===== config.mk =====
export PLATFORM = sky130hd
export DESIGN_NAME = dnn_train_sequencer
export DESIGN_NICKNAME = d
export VERILOG_FILES = /design/src/rtl/dnn_train_sequencer.sv
export SDC_FILE = /design/constraint.sdc
export NUM_CORES = 1
export LEC_CHECK = 0
export ABC_AREA = 1
export CAP_MARGIN = 20
export CORE_ASPECT_RATIO = 1.1
export CORE_UTILIZATION = 57
export CTS_CLUSTER_SIZE = 12
export DETAILED_ROUTE_END_ITERATION = 12
export PLACE_DENSITY = 0.84
export SYNTH_ARGS = -nofsm -noshare
export SYNTH_HDL_FRONTEND = slang
export SYNTH_SLANG_ARGS = --single-unit

===== constraint.sdc =====
create_clock -name clk -period 11.6 [get_ports clk]
set_input_delay 2.32 -clock clk [delete_from_list [all_inputs] [get_ports clk]]
set_output_delay 2.32 -clock clk [all_outputs]
set_load 0.05 [all_outputs]

===== src/rtl/dnn_train_sequencer.sv =====
// dnn_train_sequencer: training-run controller; clk/reset, start/stop, a_out/y_out in; cycle/case/scoring/counter outputs; optional RECENT_WINDOW_EN adds recent_correct
module dnn_train_sequencer #(
  parameter int CPC = 130,
  parameter int TRAINING_CASES = 50000,
  parameter int START_TC = 0,
  parameter int OUT_W = 1,
  parameter int MAX_CASES = 100000,
  parameter int CNT_W = 32,
  parameter int WIN = 100,
  localparam int CW = $clog2(CPC),
  localparam int SW = (CPC > 3) ? $clog2(CPC - 2) : 1,
  localparam int TW = (TRAINING_CASES > 1) ? $clog2(TRAINING_CASES) : 1
) (
  input  logic             clk,
  input  logic             reset,
  input  logic             start,
  input  logic             stop,
  input  logic [OUT_W-1:0] a_out,
  input  logic [OUT_W-1:0] y_out,
  output logic [CW-1:0]    cycle_index,
  output logic             cycle_clk,
  output logic [SW-1:0]    sel_network,
  output logic [TW-1:0]    sel_tc,
  output logic             tc_done,
  output logic             tc_error,
  output logic             epoch_done,
  output logic [CNT_W-1:0] num_train,
  output logic [CNT_W-1:0] total_error,
  output logic [CNT_W-1:0] epoch,
  output logic             busy,
  output logic             done
`ifdef RECENT_WINDOW_EN
  , output logic [$clog2(WIN+1)-1:0] recent_correct
`endif
);
  typedef enum logic [1:0] {IDLE, RUN, DRAIN, DONE} state_t;
  state_t state, state_n;
  logic [CW-1:0] ci_n;
  logic [CNT_W-1:0] num_n;
  logic last, mm, err, wrap, busy_n, err_acc;
  assign busy = state == RUN || state == DRAIN;
  assign done = state == DONE;
  assign sel_network = SW'(cycle_index - CW'(2));
  always_comb begin
    mm = a_out != y_out;
    last = busy && cycle_index == CW'(CPC - 1);
    err = err_acc | mm;
    wrap = sel_tc == TW'(TRAINING_CASES - 1);
    num_n = (num_train != '1) ? num_train + 1'b1 : num_train;
    ci_n = (busy && !last) ? cycle_index + 1'b1 : '0;
    // the case limit wins over a pending stop on the same boundary
    state_n = (state == IDLE && start) ? RUN
            : (last && MAX_CASES != 0 && num_n >= CNT_W'(MAX_CASES)) ? DONE
            : (last && (state == DRAIN || stop)) ? IDLE
            : (state == RUN && stop) ? DRAIN : state;
    busy_n = state_n == RUN || state_n == DRAIN;
  end
  always_ff @(posedge clk or posedge reset) begin
    if (reset) begin
      state <= IDLE;
      cycle_index <= '0;
      cycle_clk <= 1'b0;
      sel_tc <= TW'(START_TC);
      err_acc <= 1'b0;
      tc_done <= 1'b0;
      tc_error <= 1'b0;
      epoch_done <= 1'b0;
      num_train <= '0;
      total_error <= '0;
      epoch <= '0;
    end else begin
      state <= state_n;
      cycle_index <= ci_n;
      cycle_clk <= busy_n && ci_n == '0;
      tc_done <= last;
      tc_error <= last && err;
      epoch_done <= last && wrap;
      // cycles 0 and 1 load inputs and are never scored
      err_acc <= !last && (err_acc || (busy && cycle_index >= CW'(2) && mm));
      if (last) begin
        num_train <= num_n;
        sel_tc <= wrap ? '0 : sel_tc + 1'b1;
        if (err && total_error != '1) total_error <= total_error + 1'b1;
        if (wrap && epoch != '1) epoch <= epoch + 1'b1;
      end
    end
  end
`ifdef RECENT_WINDOW_EN
  logic [WIN-1:0] hist;
  always_ff @(posedge clk or posedge reset) begin
    if (reset) begin
      hist <= '0;
      recent_correct <= '0;
    end else if (last) begin
      hist <= WIN'({hist, !err});
      recent_correct <= recent_correct + ($clog2(WIN+1))'(!err) - ($clog2(WIN+1))'(hist[WIN-1]);
    end
  end
`endif
endmodule


==> flow_summary.ini <==
[setup_path]
r2r_start = cycle_index[1]
cp_data_required_time_ns = 9.28
critPathLaunch = cycle_index[2]
max_stage_delay_ns = 0.87
cp_max_fo = 6
cp-start-kind = register
worstSetupPathType = register to output port
end_kind = output port
crit_slowest_cell = clkdlybuf4s50_1
crit_chain = nor2_1, nand3_1, xor2_1, clkdlybuf4s50_1
arrival_ns = 2.33

[cts]
clk_path_buf_depth = 2
ctsResizeCount = 0
clk_pin_slew_ns = 0.06
cts_root_buf = clkbuf_16
cts_made_buffers = 17
clk_latency_ns = 0.42
ctsHoldBuffers = 0
clkSinkCount = 127
post-cts-setup-buffers = 0
ctsHtreeMaxLevel = 4
cts_tree = done

[cells_and_area]
layout.nets = 1117
final_cell_mix = 242 x nand2_1, 138 x nor2_1, 138 x clkdlybuf4s50_1, 127 x dfrtp_1, 109 x inv_1
area_delta_synth_final_pct = 29.7
layout_commonest_cell = nand2_1
stdcell_area_um2 = 9520
fill_cells = 946
diodes = 0
drive_above_1_share = 0.0603

[global_routing]
grt.total_usage = 0.304
grt_pass1_vias = 6705
grt_max_degree = 72
grt_overflow_total = 0
antenna_found_initial = 0
grt_first_pass_wirelength_um = 31300

[synthesis]
synth_ff_type = dfrtp_1
ys_seq_elements = 127
yosysSeqAreaShare = 0.433
synth_edf_count = 0
synth_nets = 973
synth.avg_cell_area_um2 = 7.69
synthCells = 954
async_reset_ff_frac = 1.00
synth_cell_types = 46
yosys_warnings = 0
netlist_area_um2 = 7340

[sta]
finalCritPeriodShare = 0.401
period_needed_ns = 4.65
whs_ns = 0.497
final.setup.tns_ns = 0
hold_violations = 0
slew_headroom = 0.357
finalMaxSlewViolations = 0
tightest_slew_ns = 0.958
max_freq_ghz = 0.215
rsz0062_at_grt = no
finClkSkew_ns = 0.00956
setup_viol = 0

[placement]
port_buffers = 138
place_congestion = 0.919
post-dp-hpwl_um = 13500
placedInstanceArea_um2 = 8860

[floorplan]
die-area_um2 = 13300
die_w_um = 110
core.rowCount = 43
die_h_um = 121
start_util = 0.583
io_pins = 139
fp.coreArea_um2 = 12600

[flow_run]
max_cap_violations = 0

[pwr]
internal_power_w = 0.000839
leakagePower_nw = 4.42
powerDensity_nw_per_um2 = 110
power_frac_seq = 0.422
switchingPower_w = 0.000211
swShare = 0.201
p_comb_frac = 0.010
vdd_ir_drop_max_v = 0.0000917
power_frac_clock = 0.567

[detailed_routing]
drt_iter0_markers = 536
antenna_left = 0
wl_per_cell_um = 15.0
drt_pass1_iterations = 6
viasPerCell = 5.53
drc = 0
vias = 7010
finalWirelength_um = 19000

[run_status]
status = complete, no violations

[worst_hold_path]
hp-start = epoch[30]
hold_path_class = register to register
-- cells in the mapped netlist, types with 3 or more instances --
cell	number	share of area
nor3_2	3	0.0041
nor4_1	5	0.0043
ha_1	13	0.022
nor2_2	9	0.0077
nor3_1	28	0.019
a21oi_1	6	0.0041
xnor2_1	32	0.038
nand3b_1	9	0.0092
a31oi_1	6	0.0051
nand4_1	32	0.027
nand3_1	60	0.041
nand2_2	7	0.0060
nand2_1	242	0.12
nor2_1	138	0.071
nor2_4	5	0.0077
xor2_1	48	0.057
inv_1	110	0.056
dfrtp_1	127	0.43
clkbuf_1	9	0.0046
o21ai_0	30	0.020
-- registers in the layout, summed over array words and instances (netlist names), 2 cells and up --
| name | count |
|---|---|
| state | 2 |
| sel_tc | 16 |
| cycle_index | 8 |
| num_train | 32 |
| epoch | 32 |
| total_error | 32 |
-- path summary, 6_finish.rpt --
kind / to / depth (start not counted) / slack [ns]
min in group asynchronous: sel_tc[3] / 2 / 2.44
worst max-delay path: sel_network[6] / 4 / 6.95
max in group asynchronous: cycle_index[5] / 3 / 7.90
worst max register to register: epoch[26] / 14 / 8.46
worst min-delay path: epoch[30] / 1 / 0.50
worst min register to register: epoch[30] / 1 / 0.50
-- worst max-delay path: cells and delay by family (launching register included) --
kind                   cells  cell delay (ns)
buffers and inverters      1             0.87
flip-flops                 1             0.43
AND/OR/NAND/NOR            2             0.36
XOR/XNOR                   1             0.26
-- power groups by stage --
stage	Combinational, W	Sequential (W)	Clock [W]
3_5_place_dp	0.0000116	0.000451	0
2_1_floorplan	0.00000673	0.000451	0
6_report	0.0000110	0.000443	0.000596
4_1_cts	0.0000117	0.000443	0.000600
5_1_grt	0.0000130	0.000443	0.000620
3_3_place_gp	0.0000115	0.000451	0
-- logic make-up (layout without fill, tap and decap cells) --
| family | Yosys count | in the layout | synth area share |
|---|---|---|---|
| buf+inv | 128 | 285 | 0.0695 |
| xor+xnor | 80 | 80 | 0.0954 |
| fa+ha+maj | 13 | 13 | 0.0222 |
| flops | 127 | 127 | 0.433 |
| simple gates | 547 | 547 | 0.332 |
| compound gates | 59 | 59 | 0.0479 |
-- metrics by stage --
stage | instances | worst slack [ns] | power, W | utilization
final | 1268 | 6.95 | 0.00105 | 0.756
after global routing | 1268 | 6.86 | 0.00108 | 0.756
after CTS | 1268 | 6.96 | 0.00105 | 0.756
after detailed placement | 1236 | 7.16 | 0.000463 | 0.704
after global placement | 1236 | 7.20 | 0.000463 | 0.704
after floorplan | 954 | 5.90 | 0.000458 | -
-- cell type report --
type                    count  area (um2)  share of cell area
inverters                 112         428              0.0449
flip-flops and latches    127        3180               0.334
repair buffers            141        1400               0.147
clock inverters            12         205              0.0216
multi-input cells         699        3650               0.384
clock buffers              20         457              0.0480
well taps                 157         196              0.0206
-- metal layers --
metal / vias to the layer above / global-route usage / wire, um
met5: - / 0 / 0
met4: 0 / 0.141 / 520
met3: 48 / 0.0757 / 1340
met2: 279 / 0.500 / 9480
met1: 3321 / 0.372 / 7710
li1: 3362 / - / -
Power figures use the tool's default switching activity.
